===== src/rtl/uivtc_txsrc.sv =====
// Video timing generator and pixel source for the HDMI/DVI transmitter (PCLKX1_i domain).
// Define UIVTC_TXSRC_PATTERN_EN to drive RGB_o from internal colour bars instead of RGB_i.
module uivtc_txsrc #(
  parameter int   H_ACTIVE = 1280,
  parameter int   H_FP     = 110,
  parameter int   H_SYNC   = 40,
  parameter int   H_BP     = 220,
  parameter int   V_ACTIVE = 720,
  parameter int   V_FP     = 5,
  parameter int   V_SYNC   = 5,
  parameter int   V_BP     = 20,
  parameter logic HS_POL   = 1'b1,
  parameter logic VS_POL   = 1'b1
) (
  input  logic        PCLKX1_i,
  input  logic        RST_i,
  input  logic        EN_i,
  input  logic [23:0] RGB_i,
  output logic        PIX_REQ_o,
  output logic [11:0] X_o,
  output logic [11:0] Y_o,
  output logic        VS_o,
  output logic        HS_o,
  output logic        VDE_o,
  output logic [23:0] RGB_o,
  output logic        FRAME_START_o,
  output logic        BUSY_o,
  output logic [1:0]  dbg_state
);

  localparam int H_TOTAL = H_ACTIVE + H_FP + H_SYNC + H_BP;
  localparam int V_TOTAL = V_ACTIVE + V_FP + V_SYNC + V_BP;

  if (H_TOTAL > 4095 || V_TOTAL > 4095) begin : g_total_check
    $error("uivtc_txsrc: H_TOTAL or V_TOTAL exceeds the 12-bit counter range");
  end

  localparam logic [11:0] H_LAST = 12'(H_TOTAL - 1);
  localparam logic [11:0] V_LAST = 12'(V_TOTAL - 1);
  localparam logic [11:0] H_ACT  = 12'(H_ACTIVE);
  localparam logic [11:0] V_ACT  = 12'(V_ACTIVE);
  localparam logic [11:0] HS_BEG = 12'(H_ACTIVE + H_FP);
  localparam logic [11:0] HS_END = 12'(H_ACTIVE + H_FP + H_SYNC);
  localparam logic [11:0] VS_BEG = 12'(V_ACTIVE + V_FP);
  localparam logic [11:0] VS_END = 12'(V_ACTIVE + V_FP + V_SYNC);

  localparam logic [1:0] ST_IDLE = 2'd0;
  localparam logic [1:0] ST_RUN  = 2'd1;
  localparam logic [1:0] ST_STOP = 2'd2;

  logic [1:0]  state;
  logic [11:0] hc;
  logic [11:0] vc;
  logic        counting;
  logic        line_end;
  logic        frame_end;
  logic        active;
  logic        h_sync;
  logic        v_sync;

  assign counting  = (state != ST_IDLE);
  assign line_end  = (hc == H_LAST);
  assign frame_end = line_end && (vc == V_LAST);
  assign active    = (hc < H_ACT) && (vc < V_ACT);
  assign h_sync    = (hc >= HS_BEG) && (hc < HS_END);
  assign v_sync    = (vc >= VS_BEG) && (vc < VS_END);

  assign BUSY_o    = counting;
  assign dbg_state = state;

  // STOP only falls back to IDLE on the last cycle of a frame, so a frame is never torn.
  always_ff @(posedge PCLKX1_i or posedge RST_i) begin
    if (RST_i) begin
      state <= ST_IDLE;
    end else begin
      case (state)
        ST_IDLE: if (EN_i) state <= ST_RUN;
        ST_RUN:  if (!EN_i) state <= ST_STOP;
        ST_STOP: begin
          if (EN_i)           state <= ST_RUN;
          else if (frame_end) state <= ST_IDLE;
        end
        default: state <= ST_IDLE;
      endcase
    end
  end

  always_ff @(posedge PCLKX1_i or posedge RST_i) begin
    if (RST_i) begin
      hc <= '0;
      vc <= '0;
    end else if (!counting) begin
      hc <= '0;
      vc <= '0;
    end else if (line_end) begin
      hc <= '0;
      vc <= (vc == V_LAST) ? 12'd0 : vc + 12'd1;
    end else begin
      hc <= hc + 12'd1;
    end
  end

  // Pixel request contract: PIX_REQ_o is a one-cycle strobe with no back-pressure;
  // the source must present the addressed pixel on RGB_i in the following cycle.
  logic hs1, vs1, fs1;
  logic de2, hs2, vs2, fs2;

  always_ff @(posedge PCLKX1_i or posedge RST_i) begin
    if (RST_i) begin
      PIX_REQ_o <= 1'b0;
      X_o       <= '0;
      Y_o       <= '0;
      hs1       <= ~HS_POL;
      vs1       <= ~VS_POL;
      fs1       <= 1'b0;
    end else begin
      PIX_REQ_o <= counting && active;
      if (counting && active) begin
        X_o <= hc;
        Y_o <= vc;
      end
      hs1 <= (counting && h_sync) ? HS_POL : ~HS_POL;
      vs1 <= (counting && v_sync) ? VS_POL : ~VS_POL;
      fs1 <= counting && active && (hc == 12'd0) && (vc == 12'd0);
    end
  end

  always_ff @(posedge PCLKX1_i or posedge RST_i) begin
    if (RST_i) begin
      de2 <= 1'b0;
      hs2 <= ~HS_POL;
      vs2 <= ~VS_POL;
      fs2 <= 1'b0;
    end else begin
      de2 <= PIX_REQ_o;
      hs2 <= hs1;
      vs2 <= vs1;
      fs2 <= fs1;
    end
  end

  logic [23:0] pix_src;

`ifdef UIVTC_TXSRC_PATTERN_EN
  localparam int          BAR_W    = (H_ACTIVE >= 8) ? H_ACTIVE / 8 : 1;
  localparam logic [11:0] BAR_LAST = 12'(BAR_W - 1);

  logic [11:0] bar_cnt;
  logic [2:0]  bar_idx;
  logic [23:0] bar_rgb;
  logic [23:0] col1;
  logic [23:0] col2;
  logic        unused_rgb_i;

  assign unused_rgb_i = ^RGB_i;

  // bar_idx tracks hc; the last bar holds index 7 for the rest of the line.
  always_ff @(posedge PCLKX1_i or posedge RST_i) begin
    if (RST_i) begin
      bar_cnt <= '0;
      bar_idx <= '0;
    end else if (!counting || line_end) begin
      bar_cnt <= '0;
      bar_idx <= '0;
    end else if (bar_cnt == BAR_LAST && bar_idx != 3'd7) begin
      bar_cnt <= '0;
      bar_idx <= bar_idx + 3'd1;
    end else begin
      bar_cnt <= bar_cnt + 12'd1;
    end
  end

  always_comb begin
    bar_rgb = 24'h000000;
    case (bar_idx)
      3'd0: bar_rgb = 24'hFFFFFF;
      3'd1: bar_rgb = 24'hFFFF00;
      3'd2: bar_rgb = 24'h00FFFF;
      3'd3: bar_rgb = 24'h00FF00;
      3'd4: bar_rgb = 24'hFF00FF;
      3'd5: bar_rgb = 24'hFF0000;
      3'd6: bar_rgb = 24'h0000FF;
      default: bar_rgb = 24'h000000;
    endcase
  end

  // Two delay stages keep the pattern latency identical to the external-source path.
  always_ff @(posedge PCLKX1_i or posedge RST_i) begin
    if (RST_i) begin
      col1 <= '0;
      col2 <= '0;
    end else begin
      col1 <= bar_rgb;
      col2 <= col1;
    end
  end

  assign pix_src = col2;
`else
  assign pix_src = RGB_i;
`endif

  always_ff @(posedge PCLKX1_i or posedge RST_i) begin
    if (RST_i) begin
      VDE_o         <= 1'b0;
      HS_o          <= ~HS_POL;
      VS_o          <= ~VS_POL;
      FRAME_START_o <= 1'b0;
      RGB_o         <= '0;
    end else begin
      VDE_o         <= de2;
      HS_o          <= hs2;
      VS_o          <= vs2;
      FRAME_START_o <= fs2;
      RGB_o         <= de2 ? pix_src : 24'h000000;
    end
  end

endmodule

===== config.mk =====
export PLATFORM = sky130hd
export DESIGN_NAME = uivtc_txsrc
export DESIGN_NICKNAME = d
export VERILOG_FILES = /design/src/rtl/uivtc_txsrc.sv
export SDC_FILE = /design/constraint.sdc
export NUM_CORES = 1
export LEC_CHECK = 0
export BUFFER_PORTS_ARGS = -buffer_cell sky130_fd_sc_hd__buf_4
export CAP_MARGIN = 40
export CORE_MARGIN = 1
export CORE_UTILIZATION = 40
export CTS_CLUSTER_DIAMETER = 80
export DETAILED_ROUTE_END_ITERATION = 7
export HOLD_SLACK_MARGIN = 0.02
export PLACE_DENSITY = 0.59
export SLEW_MARGIN = 10
export SYNTH_ARGS = -nofsm -noshare
export SYNTH_HDL_FRONTEND = slang
export SYNTH_SLANG_ARGS = --single-unit
export TNS_END_PERCENT = 1

===== constraint.sdc =====
create_clock -name PCLKX1_i -period 4.17 [get_ports PCLKX1_i]
set_input_delay 0.834 -clock PCLKX1_i [delete_from_list [all_inputs] [get_ports PCLKX1_i]]
set_output_delay 0.834 -clock PCLKX1_i [all_outputs]
set_load 0.1 [all_outputs]

Yosys cells after proc, flatten, opt, wreduce, memory -nomap -nowiden
Cells that the tools add are included.
- add/subtract/negate cells: 2
- order comparisons: 6
- equality and inequality tests: 8
- mux-type cells: 13
- reductions and logical operators: 14
- operators by type and width (kind ; number):
    two-way mux 12 bit ; 5
    adder 12 x 1 -> 12 bit (second input constant) ; 2
    logical NOT 12 bit ; 2
    less-than comparator 12 x 10 -> 1 bit (second input constant) ; 2
    less-than comparator 12 x 11 -> 1 bit (second input constant) ; 2
    two-way mux 24 bit ; 1
    equality test 12 x 10 -> 1 bit (second input constant) ; 1
    equality test 12 x 11 -> 1 bit (second input constant) ; 1
    >= comparator 12 x 10 -> 1 bit (second input constant) ; 1
    >= comparator 12 x 11 -> 1 bit (second input constant) ; 1
    logical AND 1 bit ; 9
    two-way mux 2 bit ; 4
    one-hot mux 2 bit (3 select lines) ; 1
    != test 2 bit (second input constant) ; 2
    != test 3 bit (second input constant) ; 1
    AND reduction 3 bit ; 1
    equality test 2 x 1 -> 1 bit (second input constant) ; 1
    equality test 2 bit (second input constant) ; 1
    logical NOT 2 bit ; 1
    two-way mux 1 bit ; 2
    != test 2 x 1 -> 1 bit (second input constant) ; 1
    nonzero test 2 bit ; 1
- register bits after elaboration: 86
- input bits: 27
- output and inout port bits: 56
- word-level logic and storage cells: 61

Depth between registers and ports, before layout
- word-level depth: 5
- gate-level depth with buffers: 7
- gate-level depth less buffers: 6

Worst setup path before layout
No wires, ideal clock.
- kind: flip-flop to output port
- from: register state[0], in the netlist dbg_state[0]
- to: output BUSY_o
- arrival time: 2.335 ns
- data required time: 3.336 ns
- setup slack: 1.001 ns
- cell stages (with the launch flop): 4
- buffers on the path: 1
- path through: dfrtp_1 -> nor2_1 -> inv_1 -> clkbuf_1
- cells in the longest elaborated chain, start to end: 1
- RTL lines (element ; line ; RTL):
    start, declared ; 51 ; logic [1:0] state;
    start signal, assigned ; 74 ; state <= ST_IDLE;
    start signal, assigned ; 77 ; ST_IDLE: if (EN_i) state <= ST_RUN;
    start signal, assigned ; 78 ; ST_RUN: if (!EN_i) state <= ST_STOP;
    nonzero test 2 bit ; 61 ; assign counting = (state != ST_IDLE);
    end, declared ; 27 ; output logic BUSY_o,
Every way passes these cells.

Final worst setup path
Same ends and word-level chain as after synthesis.

==> flow_metrics.py <==
metrics = {
    "clocking": {
        "clk_pin_slew_ns": 0.09,
        "root_buffer": "clkbuf_8",
        "tritoncts": "done",
        "cts_buffer_depth": 2,
        "clock_latency_ns": 0.36,
        "post-cts-setup-buffer-count": 0,
        "cts_hold_buf": 0,
        "ctsResizeCount": 0,
        "cts.htree.levels": 3,
        "cts.sink_count": 86,
        "numCtsBuffers": 9,
    },
    "min_path": {
        "whs_path_depth": 0,
        "hold_class": "flop to flop",
        "worstHoldEndpoint": "vs2",
        "min-delay-start": "vs1",
    },
    "grt": {
        "grt_pass1_vias": 2503,
        "grt_pass1_wl_mm": 12.2,
        "antenna_found_initial": 0,
        "grt_usage_pct": 16.2,
        "grt_max_degree": 45,
        "overflow": 0,
    },
    "cells_and_area": {
        "drive_gt1_share_pct": 32.8,
        "fin_util_pct": 51.6,
        "final_cell_mix": "dfrtp_1 (86), buf_4 (85), and2_1 (27)",
        "stdcell_count": 489,
        "nFillCells": 796,
        "diodes": 0,
        "nets": 411,
        "final_common_cell": "dfrtp_1",
        "syn_to_final_growth_pct": 24.3,
    },
    "synth": {
        "seq_area_frac_synth_pct": 59.2,
        "synthCells": 296,
        "syn-num-nets": 330,
        "ys.flop_type": "dfrtp_1",
        "synth_cell_types": 48,
        "synth_edf_count": 0,
        "yosys_register_bits": 86,
        "netlist_area_um2": 3640,
        "yosysWarnings": 0,
        "postSynthAreaPerCell_um2": 12.3,
        "async_reset_ff_share_pct": 100,
    },
    "job": {
        "max_cap_violations": 0,
    },
    "timing": {
        "tightestPinTransition_ns": 0.731,
        "rsz0062_at_grt": "no",
        "finalSetupViolCount": 0,
        "whs_ns": 0.346,
        "final.setup.tns_ns": 0,
        "slew_violations": 0,
        "hold_viol": 0,
        "fmax_ghz": 0.374,
        "maxSlewHeadroom_pct": 51.2,
        "period_needed_ns": 2.67,
        "fin_skew_ns": 0.00772,
        "period_share_pct": 64.1,
    },
    "worst_setup_path": {
        "crit_path_end_kind": "output port",
        "r2r-end": "X_o[2]",
        "critical_path_class": "flop to output port",
        "cp_max_fo": 11,
        "cp.arrival_ns": 1.84,
        "r2r_start": "vc[8]",
        "cp-start-kind": "flop",
        "worst-r2r-setup-slack_ns": 1.93,
        "reg2reg_depth": 5,
        "cp.required_ns": 3.34,
    },
    "floorplan": {
        "dieHeight_um": 97.3,
        "dieArea_um2": 9480,
        "io_pins": 83,
        "rows": 34,
        "die_x_um": 97.3,
        "core_um2": 8760,
        "initial_utilization_pct": 41.5,
    },
    "drt": {
        "num_vias": 2462,
        "drt_iter0_drc": 102,
        "dr.pass1.iters": 4,
        "wire_per_inst_um": 14.8,
        "drt-total-wl_mm": 7.22,
        "drc_errors": 0,
        "routed_via_density": 5.03,
        "ant_nets": 0,
    },
    "place": {
        "hpwl_mm": 4.98,
        "dp.cells": 474,
        "gp_congestion": 0.879,
        "io_buffers": 82,
    },
    "power": {
        "p_total_uw": 2080,
        "p_leak_uw": 0.00217,
        "p_per_area_nw_per_um2": 460,
        "ir_drop_mv": 0.183,
    },
    "outcome": {
        "status": "finished clean",
    },
}
==> sequential cells by signal, summed over array words and instances, names as in the netlist <==
name,count
fs2,1
hc,12
vs2,1
dbg_state,2
vs1,1
hs2,1
fs1,1
X_o,12
HS_o,1
de2,1
Y_o,12
VDE_o,1
RGB_o,24
FRAME_START_o,1
PIX_REQ_o,1
VS_o,1
vc,12
hs1,1
==> cells in the mapped netlist (6+ instances only) <==
master     n  area, µm²
dfrtp_1   86       2150
and2_1    27        169
inv_1     17       63.8
nor2_1    16       60.1
mux2_4    15        225
nand2_1   14       52.6
xnor2_1   10       87.6
nand3_1    8       40.0
clkbuf_1   7       26.3
ha_1       7       87.6
mux2_2     6       67.6
nor2b_1    6       37.5
==> cell families after synthesis <==
| kind of cell | count (synthesis) | share of synthesized area (%) |
|---|---|---|
| compound gates | 37 | 7.16 |
| flops | 86 | 59.2 |
| mux | 21 | 8.05 |
| fa+ha+maj | 7 | 2.41 |
| simple gates | 102 | 16.4 |
| xor+xnor | 11 | 2.65 |
| buf+inv | 32 | 4.09 |
==> critical path: stages (launching register included) <==
cell     delay (ns)
dfrtp_1        0.43
nor2_1         0.43
inv_1          0.31
buf_4          0.32
==> power breakdown <==
group          internal, µW  total (µW)  switching [µW]
clock                   278         581             303
sequential              893         945            52.3
combinational           143         552             410
total                  1310        2080             765
==> per-stage QoR <==
stage,area (µm²),setup slack [ns]
6_report,4520,1.50
5_1_grt,4520,1.35
4_1_cts,4520,1.47
3_5_place_dp,4330,1.88
3_3_place_gp,4320,1.93
2_1_floorplan,3640,1.00
==> layer usage <==
| metal | wire length [µm] | part of all wire [%] | vias to the layer above | global-route usage (%) |
|---|---|---|---|---|
| li1 | - | - | 1183 | - |
| met1 | 3490 | 48 | 1191 | 21.7 |
| met2 | 3140 | 43 | 79 | 24.4 |
| met3 | 505 | 7.0 | 9 | 6.04 |
| met4 | 86 | 1.2 | 0 | 5.54 |
| met5 | 0 | 0 | - | 0 |
==> worst max path at each step <==
stage                            start      to  slack [ns]  cells past startpoint
final                     dbg_state[0]  BUSY_o        1.50                      3
after global routing      dbg_state[0]  BUSY_o        1.35                      3
after CTS                 dbg_state[0]  BUSY_o        1.47                      3
after detailed placement  dbg_state[0]  BUSY_o        1.88                      3
after global placement    dbg_state[0]  BUSY_o        1.93                      3
after floorplan           dbg_state[0]  BUSY_o        1.00                      3
==> cell type report <==
| type | count | area, µm² | share of cell area [%] |
|---|---|---|---|
| sequential | 86 | 2150 | 47.6 |
| multi-input combinational | 178 | 1340 | 29.5 |
| timing repair buffer | 85 | 638 | 14.1 |
| tap | 108 | 135 | 2.99 |
| clock buffer | 9 | 124 | 2.74 |
| clock inverter | 6 | 71.3 | 1.58 |
| inverter | 17 | 65.1 | 1.44 |
Note: power is estimated with default switching activity, not from simulation.
